[config.mk]
export PLATFORM = sky130hd
export DESIGN_NAME = stepper_phase_decoder
export DESIGN_NICKNAME = d
export VERILOG_FILES = /design/src/rtl/stepper_pkg.sv /design/src/rtl/input_sync_filter.sv /design/src/rtl/stepper_phase_decoder.sv
export SDC_FILE = /design/constraint.sdc
export NUM_CORES = 1
export LEC_CHECK = 0
export ABC_AREA = 1
export CORE_UTILIZATION = 56
export DETAILED_ROUTE_END_ITERATION = 10
export GPL_ROUTABILITY_DRIVEN = 0
export PLACE_DENSITY = 0.77
export SETUP_SLACK_MARGIN = 0.02
export SYNTH_ARGS = -nofsm -noshare
export SYNTH_HDL_FRONTEND = slang
export SYNTH_SLANG_ARGS = --single-unit
[constraint.sdc]
create_clock -name clk -period 4.6 [get_ports clk]
set_clock_uncertainty 0.1 [all_clocks]
set_input_delay 0.92 -clock clk [delete_from_list [all_inputs] [get_ports clk]]
set_output_delay 0.92 -clock clk [all_outputs]
set_load 0.05 [all_outputs]
[src/rtl/stepper_pkg.sv]
// Shared definitions for the stepper coil driver and decoder blocks.
// Coil patterns, phase type and FSM encoding live here so every block
// that produces or interprets coil lines agrees on the same meaning.
package stepper_pkg;

  // Coil line patterns, bit order {A,B,C,D}
  localparam logic [3:0] COIL_A   = 4'b1000;
  localparam logic [3:0] COIL_B   = 4'b0100;
  localparam logic [3:0] COIL_C   = 4'b0010;
  localparam logic [3:0] COIL_D   = 4'b0001;
  localparam logic [3:0] COIL_OFF = 4'b0000;

  // Wave-drive phase index: A=0, B=1, C=2, D=3; forward is +1 mod 4
  typedef logic [1:0] phase_t;

  // Phase deltas (new - old, mod 4) as seen by the tracker
  localparam phase_t DELTA_HOLD = 2'd0;
  localparam phase_t DELTA_FWD  = 2'd1;
  localparam phase_t DELTA_SKIP = 2'd2;
  localparam phase_t DELTA_REV  = 2'd3;

  // Tracker state: IDLE until a one-hot pattern seeds the phase
  typedef enum logic {
    IDLE  = 1'b0,
    TRACK = 1'b1
  } fsm_state_t;

  // Classification of a coil pattern
  typedef enum logic [1:0] {
    PAT_OFF     = 2'd0,
    PAT_ONEHOT  = 2'd1,
    PAT_ILLEGAL = 2'd2
  } pattern_class_t;

  // De-energized, single-coil, or anything else (multi-hot)
  function automatic pattern_class_t classify_pattern(input logic [3:0] coils);
    pattern_class_t cls;
    case (coils)
      COIL_OFF:                        cls = PAT_OFF;
      COIL_A, COIL_B, COIL_C, COIL_D:  cls = PAT_ONEHOT;
      default:                         cls = PAT_ILLEGAL;
    endcase
    return cls;
  endfunction

  // Phase index of a one-hot pattern; other patterns map to 0 and are
  // never used as a phase by the caller
  function automatic phase_t coil_to_phase(input logic [3:0] coils);
    phase_t ph;
    case (coils)
      COIL_A:  ph = 2'd0;
      COIL_B:  ph = 2'd1;
      COIL_C:  ph = 2'd2;
      COIL_D:  ph = 2'd3;
      default: ph = 2'd0;
    endcase
    return ph;
  endfunction

  // Modulo-4 distance from the old phase to the new one
  function automatic phase_t phase_delta(input phase_t new_ph, input phase_t old_ph);
    return phase_t'(new_ph - old_ph);
  endfunction

endpackage

[src/rtl/input_sync_filter.sv]
// Coil input conditioning: a multi-stage synchronizer for the asynchronous
// coil lines followed by a stability filter. A pattern is reported once,
// with a one-cycle accept strobe, on the cycle the synchronized value has
// been seen STABLE_CYCLES times in a row. Any change restarts the run.
module input_sync_filter
  import stepper_pkg::*;
#(
  parameter int SYNC_STAGES   = 2,
  parameter int STABLE_CYCLES = 4
) (
  input  logic       clk,
  input  logic       rst_n,
  input  logic [3:0] coils_in,
  output logic [3:0] pattern_out,
  output logic       accept_out
);

  localparam int SW = SYNC_STAGES * 4;
  localparam int CW = $clog2(STABLE_CYCLES + 1);
  localparam logic [CW-1:0] STABLE_MAX = CW'(STABLE_CYCLES);
  localparam logic [CW-1:0] COUNT_ONE  = CW'(1);

  // Synchronizer chain, packed: lowest nibble is the first stage
  logic [SW-1:0] sync_q;
  logic [SW-1:0] sync_d;
  logic [3:0]    sync_out;

  // Filter state
  logic [3:0]    last_q,   last_d;
  logic [CW-1:0] count_q,  count_d;
  logic          accept_q, accept_d;

  // Shift the raw lines one stage deeper per clock
  always_comb begin
    sync_d = {sync_q[SW-5:0], coils_in};
  end

  assign sync_out = sync_q[SW-1 -: 4];

  // Count consecutive equal samples; strobe exactly once at the threshold
  always_comb begin
    last_d   = last_q;
    count_d  = count_q;
    accept_d = 1'b0;
    if (sync_out != last_q) begin
      // New pattern: this sample is the first of a fresh run
      last_d   = sync_out;
      count_d  = COUNT_ONE;
      accept_d = (STABLE_CYCLES == 1);
    end else if (count_q < STABLE_MAX) begin
      count_d  = count_q + COUNT_ONE;
      accept_d = (count_d == STABLE_MAX);
    end
  end

  // Register synchronizer and filter; everything clears to 4'b0000
  always_ff @(posedge clk or negedge rst_n) begin
    if (!rst_n) begin
      sync_q   <= '0;
      last_q   <= COIL_OFF;
      count_q  <= '0;
      accept_q <= 1'b0;
    end else begin
      sync_q   <= sync_d;
      last_q   <= last_d;
      count_q  <= count_d;
      accept_q <= accept_d;
    end
  end

  assign pattern_out = last_q;
  assign accept_out  = accept_q;

endmodule

[src/rtl/stepper_phase_decoder.sv]
// Wave-drive stepper phase decoder. Watches the four coil lines of a
// unipolar stepper, recovers step events and direction, keeps a wrapping
// signed position count, and flags illegal patterns and skipped phases.
// Decode, tracking FSM, position and idle timeout all live here; input
// conditioning is delegated to input_sync_filter.
module stepper_phase_decoder
  import stepper_pkg::*;
#(
  parameter int POS_WIDTH     = 16,
  parameter int SYNC_STAGES   = 2,
  parameter int STABLE_CYCLES = 4,
  parameter int IDLE_TIMEOUT  = 1000000
) (
  input  logic                 clk,
  input  logic                 rst_n,
  input  logic [3:0]           coils_in,
  input  logic                 clear,
  output logic                 step_pulse,
  output logic                 dir_out,
  output logic [POS_WIDTH-1:0] position,
  output logic                 moving,
  output logic                 illegal_err,
  output logic                 skip_err,
  output logic [1:0]           phase_out
);

  localparam int IW = $clog2(IDLE_TIMEOUT + 1);
  localparam logic [IW-1:0]        IDLE_MAX = IW'(IDLE_TIMEOUT);
  localparam logic [IW-1:0]        IDLE_ONE = IW'(1);
  localparam logic [POS_WIDTH-1:0] POS_ONE  = POS_WIDTH'(1);

  // Conditioned input
  logic [3:0]     acc_pattern;
  logic           acc_strobe;

  // Decode of the accepted pattern
  pattern_class_t pat_class;
  phase_t         new_phase;
  phase_t         delta;

  // Tracker state and registered outputs
  fsm_state_t           state_q,       state_d;
  phase_t               phase_q,       phase_d;
  logic [POS_WIDTH-1:0] position_q,    position_d;
  logic                 dir_q,         dir_d;
  logic                 step_pulse_q,  step_pulse_d;
  logic                 illegal_err_q, illegal_err_d;
  logic                 skip_err_q,    skip_err_d;
  logic [IW-1:0]        idle_cnt_q,    idle_cnt_d;
  logic                 moving_q,      moving_d;

  // Events raised by this cycle's accepted pattern
  logic illegal_evt;
  logic skip_evt;

  input_sync_filter #(
    .SYNC_STAGES   (SYNC_STAGES),
    .STABLE_CYCLES (STABLE_CYCLES)
  ) u_filter (
    .clk         (clk),
    .rst_n       (rst_n),
    .coils_in    (coils_in),
    .pattern_out (acc_pattern),
    .accept_out  (acc_strobe)
  );

  assign pat_class = classify_pattern(acc_pattern);
  assign new_phase = coil_to_phase(acc_pattern);
  assign delta     = phase_delta(new_phase, phase_q);

  // Phase tracking, step/direction decode and position update
  always_comb begin
    state_d      = state_q;
    phase_d      = phase_q;
    position_d   = position_q;
    dir_d        = dir_q;
    step_pulse_d = 1'b0;
    illegal_evt  = 1'b0;
    skip_evt     = 1'b0;

    if (acc_strobe) begin
      unique case (pat_class)
        PAT_OFF: begin
          // De-energized coils: the rotor holds, nothing to track
        end
        PAT_ONEHOT: begin
          if (state_q == IDLE) begin
            // First valid phase only seeds the tracker
            phase_d = new_phase;
            state_d = TRACK;
          end else begin
            unique case (delta)
              DELTA_FWD: begin
                position_d   = position_q + POS_ONE;
                dir_d        = 1'b1;
                step_pulse_d = 1'b1;
                phase_d      = new_phase;
              end
              DELTA_REV: begin
                position_d   = position_q - POS_ONE;
                dir_d        = 1'b0;
                step_pulse_d = 1'b1;
                phase_d      = new_phase;
              end
              DELTA_SKIP: begin
                // Direction is ambiguous: resync phase, do not count
                skip_evt = 1'b1;
                phase_d  = new_phase;
              end
              default: begin
                // Same phase re-accepted: no motion
              end
            endcase
          end
        end
        default: begin
          // Multi-hot: tracking is lost until the next one-hot reseeds
          illegal_evt = 1'b1;
          state_d     = IDLE;
        end
      endcase
    end
  end

  // Sticky error flags with clear; a same-cycle event beats clear
  always_comb begin
    illegal_err_d = illegal_err_q;
    skip_err_d    = skip_err_q;
    if (clear) begin
      illegal_err_d = 1'b0;
      skip_err_d    = 1'b0;
    end
    if (illegal_evt) begin
      illegal_err_d = 1'b1;
    end
    if (skip_evt) begin
      skip_err_d = 1'b1;
    end
  end

  // Idle counter: restarts on each step, saturates at the timeout
  always_comb begin
    if (step_pulse_d) begin
      idle_cnt_d = '0;
    end else if (idle_cnt_q < IDLE_MAX) begin
      idle_cnt_d = idle_cnt_q + IDLE_ONE;
    end else begin
      idle_cnt_d = idle_cnt_q;
    end
    moving_d = (idle_cnt_d < IDLE_MAX);
  end

  // Tracker FSM and all registered outputs; clear zeroes position last
  always_ff @(posedge clk or negedge rst_n) begin
    if (!rst_n) begin
      state_q       <= IDLE;
      phase_q       <= '0;
      position_q    <= '0;
      dir_q         <= 1'b1;
      step_pulse_q  <= 1'b0;
      illegal_err_q <= 1'b0;
      skip_err_q    <= 1'b0;
      idle_cnt_q    <= IDLE_MAX;
      moving_q      <= 1'b0;
    end else begin
      state_q       <= state_d;
      phase_q       <= phase_d;
      position_q    <= clear ? '0 : position_d;
      dir_q         <= dir_d;
      step_pulse_q  <= step_pulse_d;
      illegal_err_q <= illegal_err_d;
      skip_err_q    <= skip_err_d;
      idle_cnt_q    <= idle_cnt_d;
      moving_q      <= moving_d;
    end
  end

  assign step_pulse  = step_pulse_q;
  assign dir_out     = dir_q;
  assign position    = position_q;
  assign moving      = moving_q;
  assign illegal_err = illegal_err_q;
  assign skip_err    = skip_err_q;
  assign phase_out   = phase_q;

endmodule

Word level (Yosys, flattened, before mapping)
Index checks and enable logic that the tools add are counted.
Cells by class
  add/subtract/negate cells: 5
  magnitude comparators: 3
  eq/ne operators: 11
  multiplexer cells: 30
  bitwise gates (word level): 1
  reduce and logical (&&, ||, !) cells: 18
Operators by type and width (count)
  $mux 16: 4
  $lt 20x20->1 const B: 2
  $mux 20: 2
  $pmux 16 s2: 1
  $add 20x1->20 const B: 1
  $add 16x1->16 const B: 1
  $sub 16x1->16 const B: 1
  $mux 1: 15
  $reduce_bool 2->1: 7
  $reduce_and 4->1: 2
  $mux 3: 2
  $pmux 2 s3: 1
  $eq 2x1->1 const B: 2
  $eq 2x2->1 const B: 2
  $eq 4x1->1 const B: 1
  $eq 4x2->1 const B: 1
  $eq 4x3->1 const B: 1
  $eq 4x4->1 const B: 1
  $logic_not 4->1: 1
  $mux 2: 2
  $ne 4x4->1: 1
  $pmux 1 s2: 2
  $pmux 2 s2: 1
  $reduce_or 2->1: 2
  12 further kinds: 12
Storage, ports and cells
  bits in registers: 60
  bits of input ports: 7
  output and inout port bits: 23
  word-level logic and storage cells: 81

Longest topological paths before layout
Gate-level depths: netlist of run 1.
  depth after elaboration: 11
  depth in mapped cells: 20
  mapped depth without buffers: 20

By module
From an unflattened synthesis of run 1, not the netlist that was laid out.
Second synthesis, totals
  cells, all modules: 511
  area, all modules: 3784.9 um^2
Modules (own cells, without submodules)
  stepper_phase_decoder: times used 1, cells an instance 458, area each 3204.3 um^2, sequential area each 1111.1 um^2
  input_sync_filter: times used 1, cells an instance 53, area each 580.6 um^2, sequential area each 400.4 um^2

Least setup slack after synthesis of run 1
No wires, ideal clock.
  path kind: register to register
  start: register u_filter.last_q[3] (netlist: u_filter.pattern_out[3])
  end: register position_q[10] (netlist: position[10])
  library setup time: 0.122 ns
  arrival: 2.973 ns
  data required time: 4.378 ns
  path slack: 1.406 ns
  stages on the path, launching flop included: 16
  path buffers: 0
  clock period less this slack: 3.194 ns
  cells stage by stage: dfrtp_1 > inv_1 > nand2_1 > nor3_1 > a31oi_1 > ha_1 > xor2_1 > xnor2_1 > nand2_1 > inv_1 > ha_1 > a21o_1 > a21boi_0 > nand3_1 > or2_2 > a32o_1
Between the ends
  word-level cells in the longest chain between the ends: 9
  elaborated cells on any way between the ends: 20
  those cells by class: add/sub: 1; eq/ne: 7; mux: 7; reduce/logical: 5
RTL lines
  start, declared: line input_sync_filter.sv:29  | logic [3:0] last_q, last_d;
  start signal, assigned: line input_sync_filter.sv:65  | last_q <= last_d;
  $eq 4x1->1 (tied with other cells): line stepper_pkg.sv:38, stepper_pkg.sv:50
  $pmux 2 s3: line stepper_pkg.sv:50  | case (coils)
  $sub 2x2->2: line stepper_pkg.sv:62  | return phase_t'(new_ph - old_ph);
  $eq 2x2->1 or $eq 2x1->1 (tied branches): line stepper_phase_decoder.sv:92  | unique case (delta)
  $pmux 16 s2: line stepper_phase_decoder.sv:92
  $mux 16: line stepper_phase_decoder.sv:87  | if (state_q == IDLE) begin
  $mux 16: line stepper_phase_decoder.sv:82  | unique case (pat_class)
  $mux 16: line stepper_phase_decoder.sv:81  | if (acc_strobe) begin
  $mux 16: line stepper_phase_decoder.sv:168  | position_q <= clear ? '0 : position_d;
  end signal, assigned: line stepper_phase_decoder.sv:168
  end, declared: line stepper_phase_decoder.sv:44  | logic [POS_WIDTH-1:0] position_q, position_d;
Several ways; a longest one is shown, not always the timed one. The select of a mux whose other input is x is not followed.
A chain may end at the register's enable or synchronous reset.

Worst setup path after layout of run 1
Same ends and word-level chain as after synthesis.

==> results of run 1 <==
==> cells in the final DEF (no fill, tap or decap), types with 2 or more instances in the layout <==
cell and instances:
clkbuf_8 9, nand3_2 6, xor2_1 11, clkinv_2 2, dfrtp_1 52, ha_1 18, nand3_1 31, nor3_1 5
o21ai_0 31, a21oi_2 2, inv_6 4, inv_2 4, inv_1 65, a31oi_1 2, nand2_1 137, clkinvlp_4 2
nor2_2 3, clkdlybuf4s50_1 28, a32o_1 3, nor2_1 42, xnor2_1 2, nand4_1 5, a21oi_1 27, dfstp_2 8
o31ai_1 4, nand2_2 6
==> worst register-to-register path: cells and delay by family, from the launching register on <==
kind,cells,cell delay [ns]
xor+xnor,2,0.36
compound gates,4,0.71
simple gates,5,0.86
flops,1,0.41
fa+ha+maj,2,0.60
buf+inv,2,0.50
==> per-stage QoR <==
stage | power (mW) | util (%) | hold WS, ns | setup slack (ns) | area [sq um]
finish | 1.04 | 66.0 | 0.259 | 0.944 | 4190
global placement | 0.605 | 63.2 | 0.232 | 1.18 | 4020
global route | 1.08 | 66.0 | 0.271 | 0.683 | 4190
floorplan | 0.583 | - | 0.231 | 1.41 | 3690
detailed placement | 0.607 | 63.2 | 0.239 | 0.997 | 4020
CTS | 1.05 | 66.0 | 0.259 | 0.962 | 4190
==> routing by layer <==
metal  part of all wire (%)  track usage (%)
met5                      0                0
met2                     47             41.7
met1                     47             31.6
met4                    2.2             10.2
met3                    3.7             4.97
==> worst min-delay path by stage <==
stage / end / slack (ns) / cells after the start
after floorplan: u_filter.sync_q[4]$_DFF_PN0_ / 0.23 / 0
after global placement: u_filter.sync_q[4]$_DFF_PN0_ / 0.23 / 0
after detailed placement: u_filter.sync_q[6]$_DFF_PN0_ / 0.24 / 0
after CTS: u_filter.sync_q[4]$_DFF_PN0_ / 0.26 / 0
after global routing: u_filter.sync_q[6]$_DFF_PN0_ / 0.27 / 0
final: u_filter.sync_q[6]$_DFF_PN0_ / 0.26 / 0
==> cell families after synthesis <==
family | after synthesis
AO/OA/AOI/OAI | 76
XOR/XNOR | 13
adder cells (fa/ha/maj) | 19
buffers and inverters | 79
flip-flops | 60
AND/OR/NAND/NOR | 240
==> registers in the layout, summed over array words and instances, names as in the netlist <==
signal	count
dir_out	1
idle_cnt_q	20
illegal_err	1
moving	1
phase_out	2
position	16
skip_err	1
state_q	1
step_pulse	1
u_filter.accept_out	1
u_filter.count_q	3
u_filter.pattern_out	4
u_filter.sync_q	8
==> cell type report <==
type,count,area share (%)
clock buffer,9,2.95
clock inverter,7,1.31
inverter,70,6.29
multi-input combinational,348,44.1
sequential,60,36.0
tap,77,2.30
timing repair buffer,30,6.98
==> synthesized netlist by cell type, types with 5 or more instances <==
cell type,number,area share (%)
a21oi_1,27,3.7
dfrtp_1,52,35
dfstp_2,8,5.7
ha_1,18,6.1
inv_1,65,6.6
nand2_1,137,14
nand2_2,6,1.0
nand3_1,31,4.2
nand3_2,6,1.6
nand4_1,5,0.85
nor2_1,42,4.3
nor3_1,5,0.68
o21ai_0,31,4.2
xor2_1,11,2.6
==> power breakdown <==
| group | switching (mW) | internal, mW |
|---|---|---|
| Combinational | 0.0335 | 0.0162 |
| Clock | 0.239 | 0.201 |
| Sequential | 0.00931 | 0.538 |
| Total | 0.281 | 0.755 |
==> results by group, run 1 <==
Clocking
  • CTS tree: yes
  • CTS Hold Buffers Added: 0
  • Clock Tree Buf Depth: 2
  • Inserted Clock Buffers: 9
  • Clk slew on worst S/H paths: 0.08 ns
  • Post_cts resized: 0
  • Clock latency on the worst-skew pair: 0.35 ns
  • Root buffer cell: clkbuf_8
  • # clock sinks: 60
  • Post-CTS Setup Repair Bufs: 0
  • Htree depth: 3

Synthesis
  • YS warnings: 0
  • Synthesized area per cell: 7.57 sq um
  • Mapped Nets: 513
  • Flops & latches, synth: 60
  • Post-synthesis adder-cell area fraction: 6.65%
  • Post-synth EDFFs: 0
  • Top FF cell, synth: dfrtp_1
  • Main combinational cell family by area after synthesis: simple AND/OR/NAND/NOR gates
  • Compound-Gate Fraction of Synth Area: 11.8%
  • Sequential-to-total area share from yosys stat: between 40% and 50%
  • Post-synthesis xor/xnor area fraction: 3.09%
  • Mapped Cells: 487
  • Cell Area, Synth: 3690 sq um
  • Netlist cell types: 39
  • Post-synthesis mux area share: 0%
  • Asr flop ratio synth: 100%
  • Post-synthesis simple-gate area fraction: 28.6%

Timing
  • Slew HR: 42.2%
  • # setup viols final: 0
  • Fmax: 274 MHz
  • Slew Limit Fails: 0
  • Period utilisation layout: 79.5%
  • RSZ-0062 raised after global routing: false
  • Endpoints failing hold: 0
  • Slew @ Worst Pin: 0.867 ns
  • Setup TNS: 0 ns
  • Final worst path period need: around 3.7 ns

Power
  • Worst vdd ir: approximately 0.00022 V
  • Leakage: 2.06 nW
  • Cell area power density: 247 nW/um^2

Hold path
  • HP Start: u_filter.sync_q[2]$_DFF_PN0_
  • Hold Crit Class: reg2reg

Worst setup path
  • Worst-case register-to-register setup slack: roughly 0.94 ns
  • R2r startpoint: u_filter.pattern_out[3]$_DFFE_PN0N_
  • Buf/Inv on CP: 2
  • Crit path to: position[10]$_DFFE_PN0P_
  • Crit. End Element: flip-flop
  • FF-to-FF End: position[10]$_DFFE_PN0P_
  • Critical Path AT: around 3.8 ns
  • Critical path launch point type: flip-flop
  • Worst path depth: 15
  • CP Max Fanout: 15
  • Critical path origin: u_filter.pattern_out[3]$_DFFE_PN0N_
  • Critical path's slowest cell: dfrtp_1
  • Critical Path, Cell by Cell: inv_1 > nand2_1 > nor3_1 > a31oi_1 > ha_1 > xor2_1 > xnor2_1 > nand2_1 > inv_1 > ha_1 > a21o_1 > a21boi_0 > nand3_1 > or2_2 > a32o_1
  • Largest stage delay on the critical path: 0.41 ns
  • Critical Path RT: between 4 and 5 ns
  • Crit path kind: reg2reg
  • R2R cell count: 15
  • Top Family by Delay on Critical Path: simple AND/OR/NAND/NOR gates

GRT
  • Remaining global-route overflow: 0
  • First-pass GRT wire length: 13700 um
  • Initial antenna violation count: 0
  • Total Routing Usage GR: 24.9%
  • Vias in the first global route: ~3100
  • Largest net degree at the start of global routing: 38

Floorplan
  • Die Y: 83.1 um
  • Core Region: around 6300 sq um
  • Rows: 29
  • Die X: 83.1 um
  • Initial core utilization: 58.1%
  • Io pins: 30
  • DIE AREA: 6910 sq um

Placed design
  • Number of port buffers: 29
  • Detailed-placement wirelength estimate: 5670 um
  • Placed cell count: around 590

Layout
  • Fin nets: 545
  • Post-route insts no fill: between 600 and 700
  • Multi-input gate area: 1850 sq um
  • Fill cells: 551
  • Reg area: between 1500 and 2000 sq um
  • Diode count: 0
  • Ratio of cells with drive above 1 in the final layout: 10.1%
  • Layout area overhead: 13.7%

Drt
  • Via Count: 3196
  • Post-route ant nets: 0
  • Vias per inst: 5.32
  • Number of DRC markers in iteration 0: 135
  • Drt total wl: 7800 um
  • WL per Instance: around 13 um
  • Post-route DRC: 0
  • DR pass1 iterations: 5

Job
  • Max-cap viol count: 0

Status
  • Status: finished clean
(Power assumes the default switching activity.)
==> run 2, diff against run 1 <==
--- a/config.mk
+++ b/config.mk
@@ -6,7 +6,7 @@
 export NUM_CORES = 1
 export LEC_CHECK = 0
 export ABC_AREA = 1
-export CORE_UTILIZATION = 56
+export CORE_UTILIZATION = 53
 export DETAILED_ROUTE_END_ITERATION = 10
 export GPL_ROUTABILITY_DRIVEN = 0
 export PLACE_DENSITY = 0.77
==> constraint.sdc (replaced) <==
create_clock -name clk -period 3.2 [get_ports clk]
set_clock_uncertainty 0.1 [all_clocks]
set_input_delay 0.64 -clock clk [delete_from_list [all_inputs] [get_ports clk]]
set_output_delay 0.64 -clock clk [all_outputs]
set_load 0.05 [all_outputs]
==> run 2 against run 1 <==
Against the previous run: the flow now finishes with violations (setup timing); worst setup slack got worse by 1.1 ns; via count rose by 8.2%; cell area rose by 10%.
==> results by group, run 2 (synthesized netlist as in run 1, its figures left out) <==
Placed design
  • Detailed-placement wirelength estimate: between 5000 and 6000 um
  • Number of port buffers: 29
  • Pre-CTS setup slack: -0.0984 ns

Timing
  • Setup TNS: -0.641 ns
  • Final worst path period need: 3.37 ns
  • Slew Limit Fails: 0
  • # setup viols final: 8
  • Period utilisation layout: 105%
  • Slew HR: 50.5%
  • Final worst slack: -0.167 ns
  • Final hold slack: approximately 0.26 ns
  • Endpoints failing hold: 0
  • RSZ-0062 raised after global routing: true
  • Slew @ Worst Pin: around 0.74 ns
  • Fmax: 297 MHz

Hold path
  • Hold Path Sink: u_filter.sync_q[5]$_DFF_PN0_
  • HP Start: u_filter.sync_q[1]$_DFF_PN0_
  • Worst Hold Depth: 0
  • Hold Crit Class: reg2reg

Floorplan
  • Die Y: 85.4 um
  • Io pins: 30
  • Initial core utilization: 54.6%
  • Rows: 30
  • DIE AREA: 7290 sq um
  • Die X: 85.4 um
  • Core Region: just under 7000 sq um

Drt
  • Drt total wl: 9320 um
  • Post-route DRC: 0
  • DR pass1 iterations: 5
  • Via Count: 3458
  • Vias per inst: 5.59
  • Number of DRC markers in iteration 0: 217
  • Post-route ant nets: 0
  • WL per Instance: 15.1 um

Layout
  • Most frequent cells in the layout: 128 x nand2_1, 60 x inv_1, 50 x dfrtp_1
  • Largest register by flop count: idle_cnt_q
  • Diode count: 0
  • Fin nets: 560
  • Post-route core utilization: 68.5%
  • Commonest non-fill, non-tap cell in the layout: nand2_1
  • Layout area overhead: 25.5%
  • Max FFs per register: 20
  • Ratio of cells with drive above 1 in the final layout: 22.3%

GRT
  • Largest net degree at the start of global routing: 61
  • First-pass GRT wire length: 13900 um
  • Remaining global-route overflow: 0
  • Total Routing Usage GR: 24.0%
  • Initial antenna violation count: 0
  • Vias in the first global route: 3174

Clocking
  • # clock sinks: 60
  • CTS Hold Buffers Added: 0
  • Clock Tree Buf Depth: 2
  • Inserted Clock Buffers: 9
  • Htree depth: 3
  • CTS tree: yes
  • Root buffer cell: clkbuf_8
  • Clock latency on the worst-skew pair: 0.35 ns
  • Clk slew on worst S/H paths: ~0.080 ns

Power
  • Clock power frac: 45.3%
  • Leakage: 2.19 nW
  • Gate power share: 5.6%
  • Switching part of the total: 26.5%
  • Int Pwr: 1.18 mW
  • Cell area power density: ~350 nW/um^2
  • P_sw: 0.425 mW
  • Sequential Power Share: 49.1%
  • Worst vdd ir: 0.000382 V

Worst setup path
  • Crit. End Element: flip-flop
  • Critical Path AT: 3.51 ns
  • CP Max Fanout: 5
  • Critical path launch point type: flip-flop
  • R2r startpoint: u_filter.pattern_out[0]$_DFFE_PN0N_
  • R2R cell count: 20
  • Crit path kind: reg2reg
  • Critical Path RT: ~3.4 ns
  • Critical path origin: u_filter.pattern_out[0]$_DFFE_PN0N_
  • FF-to-FF End: position[15]$_DFFE_PN0P_
  • Worst-case register-to-register setup slack: -0.17 ns

Job
  • Max-cap viol count: 0

Status
  • Failing checks: setup timing
  • Status: complete, but fails checks
run 2: changes by cell type in the layout (fill, tap and decap cells not counted), sizes merged:
| cell | delta |
|---|---|
| bufinv | +1 |
| buf | +14 |
run 2: stage by stage:
| stage | std cells | total power [mW] | cell area (sq um) |
|---|---|---|---|
| 2_1_floorplan | 487 | 0.838 | 3690 |
| 3_3_place_gp | 592 | 0.871 | 4050 |
| 3_5_place_dp | 592 | 0.876 | 4050 |
| 4_1_cts | 613 | 1.60 | 4350 |
| 5_1_grt | 619 | 1.65 | 4630 |
| 6_report | 619 | 1.60 | 4630 |
run 2: how the worst max path moves through the flow:
stage	end	slack, ns	cells past startpoint
floorplan	position[10]$_DFFE_PN0P_	0.13	15
global placement	position[10]$_DFFE_PN0P_	0.07	15
detailed placement	position[10]$_DFFE_PN0P_	-0.1	15
CTS	position[15]$_DFFE_PN0P_	-0.008	19
global route	position[15]$_DFFE_PN0P_	-0.30	20
finish	position[15]$_DFFE_PN0P_	-0.17	20
run 2: critical path: stages, from the launching register on:
cell        delay [ns]
dfrtp_2           0.45
inv_2             0.09
nor3_2            0.04
a31oi_2           0.19
ha_2              0.23
xor2_1            0.21
xnor2_1           0.13
nand2_2           0.17
clkinvlp_4        0.25
ha_4              0.33
buf_6             0.12
inv_2             0.04
o21ai_2           0.05
a21oi_2           0.15
nand2_2           0.11
a21oi_4           0.22
inv_2             0.07
nand2_2           0.08
nand3_2           0.06
nand2_1           0.08
o21ai_1           0.08
run 2: metal layers:
metal  vias to the layer above  track usage [%]  share of wire, %
li1                       1668                -                 -
met1                      1630             29.1                41
met2                       128             41.8                50
met3                        32             3.21               5.4
met4                         0             12.1               3.0
met5                         -                0                 0
run 2: area by class of cell:
cell class | instances | area, sq um
tap | 80 | 100
inverter | 70 | 267
timing repair buffer | 44 | 413
timing repair inverter | 1 | 7.51
clock inverter | 7 | 81.3
fill | 527 | 2130
multi-input combinational | 348 | 2120
clock buffer | 9 | 124
sequential | 60 | 1510
run 2: power by group through the flow:
stage | Sequential [mW] | Combinational (mW) | Clock, mW
floorplan | 0.801 | 0.0369 | 0
global placement | 0.799 | 0.0727 | 0
detailed placement | 0.800 | 0.0759 | 0
CTS | 0.785 | 0.0818 | 0.738
global route | 0.789 | 0.0993 | 0.764
finish | 0.787 | 0.0903 | 0.726
run 2: timing repair:
item / 4_1_cts / 5_1_grt
pin swaps: 1 / 21
cloned: 1 / 0
gates resized for setup: 12 / 65
setup buffers: 4 / 6
endpoints found under the setup margin: 7 / 10
==> run 3, diff against run 2 <==
--- a/config.mk
+++ b/config.mk
@@ -6,10 +6,12 @@
 export NUM_CORES = 1
 export LEC_CHECK = 0
 export ABC_AREA = 1
-export CORE_UTILIZATION = 53
+export CORE_ASPECT_RATIO = 0.6
+export CORE_UTILIZATION = 55
+export CTS_BUF_LIST = sky130_fd_sc_hd__clkbuf_4 sky130_fd_sc_hd__clkbuf_8
 export DETAILED_ROUTE_END_ITERATION = 10
 export GPL_ROUTABILITY_DRIVEN = 0
-export PLACE_DENSITY = 0.77
+export PLACE_DENSITY = 0.79
 export SETUP_SLACK_MARGIN = 0.02
 export SYNTH_ARGS = -nofsm -noshare
 export SYNTH_HDL_FRONTEND = slang
==> run 3 against run 2 <==
Against the previous run: the flow still finishes with violations (setup timing); register-to-register slack gained 0.12 ns; sequential power is essentially flat; non-clock buffer count is the same; global-route usage grew 3.6 points; flip-flop and latch count is the same; critical path type unchanged; largest cell class unchanged.
==> results by group, run 3 (synthesized netlist as in run 1, its figures left out) <==
Clocking
  • CTS tree: yes
  • Htree depth: 3
  • Clock latency on the worst-skew pair: 0.37 ns
  • Root buffer cell: clkbuf_8
  • Clk slew on worst S/H paths: around 0.08 ns
  • Clock Tree Buf Depth: 2
  • Inserted Clock Buffers: 9
  • # clock sinks: 60
  • CTS Hold Buffers Added: 0

Floorplan
  • Die Y: 65.4 um
  • Io pins: 30
  • Initial core utilization: 58.8%
  • Rows: 22
  • DIE AREA: around 7000 sq um
  • Core Region: 6280 sq um
  • Die X: ~110 um

Drt
  • Highest Signal Layer: met4
  • Drt total wl: 8790 um
  • Via Count: 3319
  • Met2 WL: approximately 3600 um
  • Number of DRC markers in iteration 0: 295
  • Vias per inst: roughly 5.3
  • Metal-1 WL: 4350 um
  • WL per Instance: 14.1 um
  • Post-route DRC: 0
  • Post-route ant nets: 0
  • Routed length on met3: 742 um
  • DR pass1 iterations: 5

Layout
  • Fill cells: 487
  • Max FFs per register: 20
  • Diode count: 0
  • Most frequent cells in the layout: 134 x nand2_1, 63 x inv_1, 51 x dfrtp_1
  • Ratio of cells with drive above 1 in the final layout: approximately 17%
  • Largest register by flop count: idle_cnt_q
  • Layout area overhead: 20.4%
  • Fin nets: 560
  • Commonest non-fill, non-tap cell in the layout: nand2_1
  • Post-route core utilization: 70.8%
  • Multi-input gate area: approximately 2000 sq um
  • Reg area: 1510 sq um

Placed design
  • Number of port buffers: 29
  • Detailed-placement wirelength estimate: roughly 6200 um

Worst setup path
  • Crit. End Element: flip-flop
  • Critical path launch point type: flip-flop
  • Most frequent cell on the critical path: nand2_2
  • Critical Path RT: around 3.4 ns
  • Critical Path, Cell by Cell: inv_2 > nand2_2 > nor3_2 > a31oi_2 > ha_2 > xor2_1 > xnor2_1 > nand2_2 > inv_4 > ha_1 > a21o_1 > a21boi_1 > nand3_2 > or2_2 > a32o_1
  • Crit path kind: reg2reg
  • CP Max Fanout: 6
  • Critical Path AT: between 3 and 4 ns
  • Largest stage delay on the critical path: 0.39 ns
  • Critical path's slowest cell: dfrtp_1

Power
  • Cell area power density: 342 nW/um^2
  • Worst vdd ir: 0.000283 V
  • Leakage: 2.16 nW

Timing
  • RSZ-0062 raised after global routing: true
  • # setup viols final: 3
  • Setup TNS: -0.108 ns
  • Slew Limit Fails: 0
  • Fmax: a little over 300 MHz
  • Endpoints failing hold: 0
  • Slew @ Worst Pin: between 0.8 and 0.9 ns
  • Slew HR: 44.3%
  • Final worst path period need: 3.25 ns
  • Period utilisation layout: 101%
  • Final worst slack: -0.0475 ns

GRT
  • Initial antenna violation count: 0
  • Remaining global-route overflow: 0
  • Largest net degree at the start of global routing: 37
  • Total Routing Usage GR: 27.6%
  • First-pass GRT wire length: 14400 um
  • Vias in the first global route: 3024

Status
  • Failing checks: setup timing
  • Status: complete, but fails checks

Job
  • Max-cap viol count: 0

Hold path
  • Hold Crit Class: reg2reg
## run 3: cell count changes in the layout (fill, tap and decap cells not counted), moves of 4 or more
| cell | change |
|---|---|
| o21ai_0 | +6 |
| a21oi_1 | +4 |
| ha_1 | +5 |
| nand2_1 | +6 |
| nand2_2 | -6 |
## run 3: area by class of cell
cell class / instances / share of cell area (%)
Multi-Input combinational cell: 348 / 44.2
Sequential cell: 60 / 34.1
Timing Repair Buffer: 44 / 9.04
Inverter: 70 / 6.00
Tap cell: 84 / 2.37
Clock inverter: 7 / 1.35
Timing Repair inverter: 1 / 0.169
Clock buffer: 9 / 2.79
## run 3: per-stage QoR
stage | instances | total power [mW] | cell area (sq um) | hold slack (ns) | setup slack [ns]
detailed placement | 599 | 0.877 | 4080 | 0.241 | -0.0455
CTS | 617 | 1.53 | 4280 | 0.259 | 0.0415
finish | 623 | 1.52 | 4440 | 0.255 | -0.0475
global route | 623 | 1.58 | 4440 | 0.263 | -0.203
global placement | 599 | 0.875 | 4080 | 0.233 | 0.105
floorplan | 487 | 0.838 | 3690 | 0.231 | 0.131
## run 3: power breakdown
group          total, mW  internal, mW  switching [mW]
sequential         0.786         0.773          0.0127
combinational     0.0886        0.0330          0.0556
clock              0.646         0.292           0.355
total               1.52          1.10           0.423
## run 3: what timing repair did
action / in CTS / in global routing
gates cloned: 0 / 1
setup endpoints to repair: 5 / 12
resized for setup: 2 / 31
pin swaps: 1 / 10
buffers inserted: 2 / 5
## run 3: critical path, delay by kind of cell, from the launching register on
kind | cells | cell delay [ns]
and+or+nand+nor | 5 | 0.86
AOI/OAI and AO/OA | 4 | 0.71
adders and majority gates | 2 | 0.49
DFF | 1 | 0.39
xor gates and xnor gates | 2 | 0.39
buffers and inverters | 2 | 0.20
## run 3: worst paths after layout
| kind | startpoint | endpoint | slack (ns) | cells after the start |
|---|---|---|---|---|
| setup reg to reg | u_filter.pattern_out[3]$_DFFE_PN0N_ | position[10]$_DFFE_PN0P_ | -0.05 | 15 |
| max in group asynchronous | rst_n | idle_cnt_q[16]$_DFF_PN1_ | 1.94 | 2 |
| setup / recovery | u_filter.pattern_out[3]$_DFFE_PN0N_ | position[10]$_DFFE_PN0P_ | -0.05 | 15 |
| min in group asynchronous | rst_n | idle_cnt_q[10]$_DFF_PN0_ | 0.27 | 1 |
| hold / removal | u_filter.sync_q[1]$_DFF_PN0_ | u_filter.sync_q[5]$_DFF_PN0_ | 0.26 | 0 |
| hold reg to reg | u_filter.sync_q[1]$_DFF_PN0_ | u_filter.sync_q[5]$_DFF_PN0_ | 0.26 | 0 |
## run 3: per-layer routing
metal	global-route usage (%)	vias up
li1	-	1664
met1	40.8	1514
met2	37.2	126
met3	9.03	15
met4	9.76	0
met5	0	-
==> RTL change 1, RTL diff (flow settings as in run 3) <==
`STABLE_CYCLES` is set to 4 in 2 places; all go to 8.
--- a/src/rtl/input_sync_filter.sv
+++ b/src/rtl/input_sync_filter.sv
@@ -7,5 +7,5 @@
 #(
   parameter int SYNC_STAGES   = 2,
-  parameter int STABLE_CYCLES = 4
+  parameter int STABLE_CYCLES = 8
 ) (
   input  logic       clk,
--- a/src/rtl/stepper_phase_decoder.sv
+++ b/src/rtl/stepper_phase_decoder.sv
@@ -9,5 +9,5 @@
   parameter int POS_WIDTH     = 16,
   parameter int SYNC_STAGES   = 2,
-  parameter int STABLE_CYCLES = 4,
+  parameter int STABLE_CYCLES = 8,
   parameter int IDLE_TIMEOUT  = 1000000
 ) (
Function: changed (Yosys sat finds a counterexample within 10 cycles, from zero or initial values and one cycle with rst_n low).
==> RTL change 1 against run 3 <==
- power grew 13%
- via count grew 6.9%
- sequential cell count grew 1
- final area grew 6.3%
- first-iteration DRC count shrank 1.4%
- routed wire length grew 11%
- synthesized area grew 4.0%
- maximum frequency grew 2.5%
- worst setup slack gained 0.079 ns
- synthesized cell count grew 5.3%
- count of clock-buffer cells in the layout grew 3
- critical endpoint is now position[14]
==> RTL change 1: results (changes against run 3) <==
data arrival time of the worst path=3.31 ns (was 3.41 ns); Post-CTS Hold Buffers=1 (was 0); routed length on met3=747 microns (was 742 microns); met2 wire length=4.03 mm (was 3.58 mm); Starting DRT DRC Count=291 (was 295); Total GRT Usage=0.282 (was 0.276); vias in the first global route=3238 (was 3024); clock-pin slew on the worst setup and hold paths=0.06 ns (was 0.08 ns); Finished Layout Cells=652 (was 623); post-layout net count=586 (was 560); static leakage=0.00229 uW (was 0.00216 uW); status=complete, no violations (was finished with violations); total combinational power=72.0 uW (was 88.6 uW); FF-to-FF End=position[14] (was position[10]); sequential fraction of the synthesis area=0.401 (was 0.410); adder-cell share of the synthesized area=0.0639 (was 0.0665); WL met1=4.79 mm (was 4.35 mm); Int Pwr=1360 uW (was 1100 uW); Place WS=-0.0912 ns (was -0.0455 ns); layout cells sized above 1=0.177 (was 0.167); post-DP HPWL=6.85 mm (was 6.23 mm); routing usage on met1=0.410 (was 0.408); GR Layer Usage met3=0.0841 (was 0.0903); final hold slack=0.250 ns (was 0.255 ns); Avg Cell Area, Syn=7.48 sq um (was 7.57 sq um); Commonest cells post-synth=150 x nand2_1, 60 x inv_1, 53 x dfrtp_1 (was 137 x nand2_1, 65 x inv_1, 52 x dfrtp_1); Worst Hold Endpoint=u_filter.sync_q[6] (was u_filter.sync_q[5])
==> RTL change 1: cell type report <==
class,instances,area (sq um)
repair buffers,45,424
clock inverters,4,95.1
clock buffers,12,153
fillers,539,1990
multi-input cells,379,2150
inverters,64,250
flip-flops and latches,61,1540
well taps,87,109
==> RTL change 1: how the worst max path moves through the flow <==
| stage | from | to | cells past startpoint |
|---|---|---|---|
| after floorplan | phase_out[0] | position[8] | 16 |
| after global routing | u_filter.pattern_out[2] | position[14] | 18 |
| after global placement | u_filter.pattern_out[1] | position[14] | 17 |
| after detailed placement | u_filter.pattern_out[0] | position[14] | 18 |
| final | u_filter.pattern_out[2] | position[14] | 18 |
| after CTS | u_filter.pattern_out[0] | position[14] | 18 |
==> RTL change 1: critical path: cells and delay by family (launching register included) <==
kind	cells	cell delay (ns)
flip-flops	1	0.37
buffers and inverters	3	0.37
XOR/XNOR	2	0.43
adder cells (fa/ha/maj)	2	0.43
AND/OR/NAND/NOR	8	0.93
AO/OA/AOI/OAI	3	0.41
==> RTL change 2, RTL diff (flow settings as in run 3) <==
Made on the original files. Reset style: synchronous (`rst_n`), changed in 2 clocked blocks. Comments in the files are not updated.
--- a/src/rtl/input_sync_filter.sv
+++ b/src/rtl/input_sync_filter.sv
@@ -55,5 +55,5 @@
 
   // Register synchronizer and filter; everything clears to 4'b0000
-  always_ff @(posedge clk or negedge rst_n) begin
+  always_ff @(posedge clk) begin
     if (!rst_n) begin
       sync_q   <= '0;
--- a/src/rtl/stepper_phase_decoder.sv
+++ b/src/rtl/stepper_phase_decoder.sv
@@ -152,5 +152,5 @@
 
   // Tracker FSM and all registered outputs; clear zeroes position last
-  always_ff @(posedge clk or negedge rst_n) begin
+  always_ff @(posedge clk) begin
     if (!rst_n) begin
       state_q       <= IDLE;
Formal check against the unedited RTL: differs if rst_n is asserted again (counterexample within 10 cycles, from zero or initial values and one cycle with rst_n low); with rst_n held inactive, the same outputs for 10 cycles.
==> RTL change 2 against run 3 <==
- synthesized area increased by 5.0%
- via count increased by 26%
- worst setup slack improved by 0.34 ns
- global-route usage increased by 2.6 points
- final area increased by 0.87%
- highest routed layer unchanged
- synthesized cell count increased by 25%
- sequential share of layout area decreased by 7.2 points
- routed wire length increased by 20%
- sequential cell count unchanged
Power is not compared: it rests on default switching activity, and its combinational part moved more than twofold at a synthesized area within 25%.
==> RTL change 2: results (changes against run 3) <==
status=complete, no violations (was finished with violations); routed length on met3=1.30 mm (was 742 microns); layout cells sized above 1=0.115 (was 0.167); Worst Hold Launch=u_filter.sync_q[1] (unchanged); max reg flops=20 (unchanged); setup_tns=0 ns (was -0.108 ns); sequential fraction of the synthesis area=0.310 (was 0.410); worst slew pin tran=0.618 ns (was 0.835 ns); post-synth net total=619 (was 513); Finished Layout Cells=733 (was 623); dpl cells=716 (was 599); GR Layer Usage met3=0.0871 (was 0.0903); data arrival time of the worst path=3.06 ns (was 3.41 ns); largest net degree at the start of global routing=29 (was 37); drt wl/cell=14.3 microns (was 14.1 microns); Cell Area, Placed=4240 sq um (was 4080 sq um); CP Max Fanout=12 (was 6); top_reg_cell synth=dfxtp_1 (was dfrtp_1); global-route wire length before repair=16.7 mm (was 14.4 mm); final setup margin=0.290 ns (was -0.0475 ns); Hold Path Class=reg2reg (unchanged); max-cap violations=0 (unchanged); Vias=4177 (was 3319); synth warn=0 (unchanged); initial antenna violation count=0 (unchanged); final hold slack=0.319 ns (was 0.255 ns); WL met1=4.80 mm (was 4.35 mm); Slowest cell on crit path=dfxtp_1 (was dfrtp_1); post-layout net count=653 (was 560); Total GRT Usage=0.302 (was 0.276); Cells after Synth=607 (was 487); Starting DRT DRC Count=438 (was 295); Synth cell types=42 (was 39); maximum VDD drop=0.323 mV; Filler cells=585 (was 487); met2 wire length=4.21 mm (was 3.58 mm); Post-synth ARST share=0 (was 1.00); routing usage on met1=0.439 (was 0.408); Place WS=0.250 ns (was -0.0455 ns); Commonest cells post-synth=164 x nand2_1, 93 x inv_1, 60 x dfxtp_1 (was 137 x nand2_1, 65 x inv_1, 52 x dfrtp_1); Synth area leaders=dfxtp_1 31%, nand2_1 16%, inv_1 9.0%, nand3_1 6.3%, nor2_1 4.8% (was dfrtp_1 35%, nand2_1 14%, inv_1 6.6%, ha_1 6.1%, dfstp_2 5.7%); vias in the first global route=3456 (was 3024); clock-pin slew on the worst setup and hold paths=0.06 ns (was 0.08 ns); slowest stage delay, CP=0.45 ns (was 0.39 ns); reg2reg start=u_filter.pattern_out[3] (unchanged); met2 Use GR=0.429 (was 0.372); post-DP HPWL=7.78 mm (was 6.23 mm); flop2flop setup slack=0.29 ns (was -0.05 ns)
RTL change 2: changes by cell type after synthesis, moves of 6 or more:
cell	run 3	this run
nand3_1	31	49
dfxtp_1	0	60
dfrtp_1	52	0
nor2_1	42	49
o21ai_0	31	23
o41ai_1	0	6
dfstp_2	8	0
nand2_1	137	164
nand2_2	6	16
ha_1	18	5
inv_1	65	93
nand4_1	5	25
RTL change 2: cell type report:
class | count | area (sq um) | area share
clock buffers | 11 | 145 | 0.0324
clock inverters | 5 | 75.1 | 0.0168
repair buffers | 38 | 358 | 0.0799
flip-flops and latches | 60 | 1200 | 0.269
well taps | 87 | 109 | 0.0243
multi-input cells | 426 | 2180 | 0.487
inverters | 106 | 405 | 0.0905
RTL change 2: worst paths after layout:
path,end,cells after the start
worst max-delay path,position[8],23
worst min-delay path,u_filter.sync_q[5],2
worst max register to register,position[8],23
worst min register to register,u_filter.sync_q[5],2
RTL change 2: kinds of logic (layout without fill, tap and decap cells):
family,after synthesis,in the layout,synth area share
AOI/OAI and AO/OA,70,70,0.110
xor gates and xnor gates,17,17,0.0385
and+or+nand+nor,334,334,0.399
buffers and inverters,121,160,0.126
DFF,60,60,0.310
adders and majority gates,5,5,0.0162
RTL change 2: where the power goes:
| part | switching [uW] | leakage, uW | total, uW | internal [uW] |
|---|---|---|---|---|
| Sequential | 27.7 | 0.000489 | 802 | 774 |
| Combinational | 159 | 0.00157 | 230 | 71.8 |
| Clock | 312 | 0.000116 | 776 | 464 |
RTL change 2: tightest hold or removal path: stages (launching register included):
cell,delay [ns]
dfxtp_1,0.31
nand2_1,0.05
inv_1,0.04
RTL change 2: timing repair:
item / in CTS / in global routing
resized for setup: 0 / 6
setup buffers: 0 / 1
endpoints found under the setup margin: 0 / 4
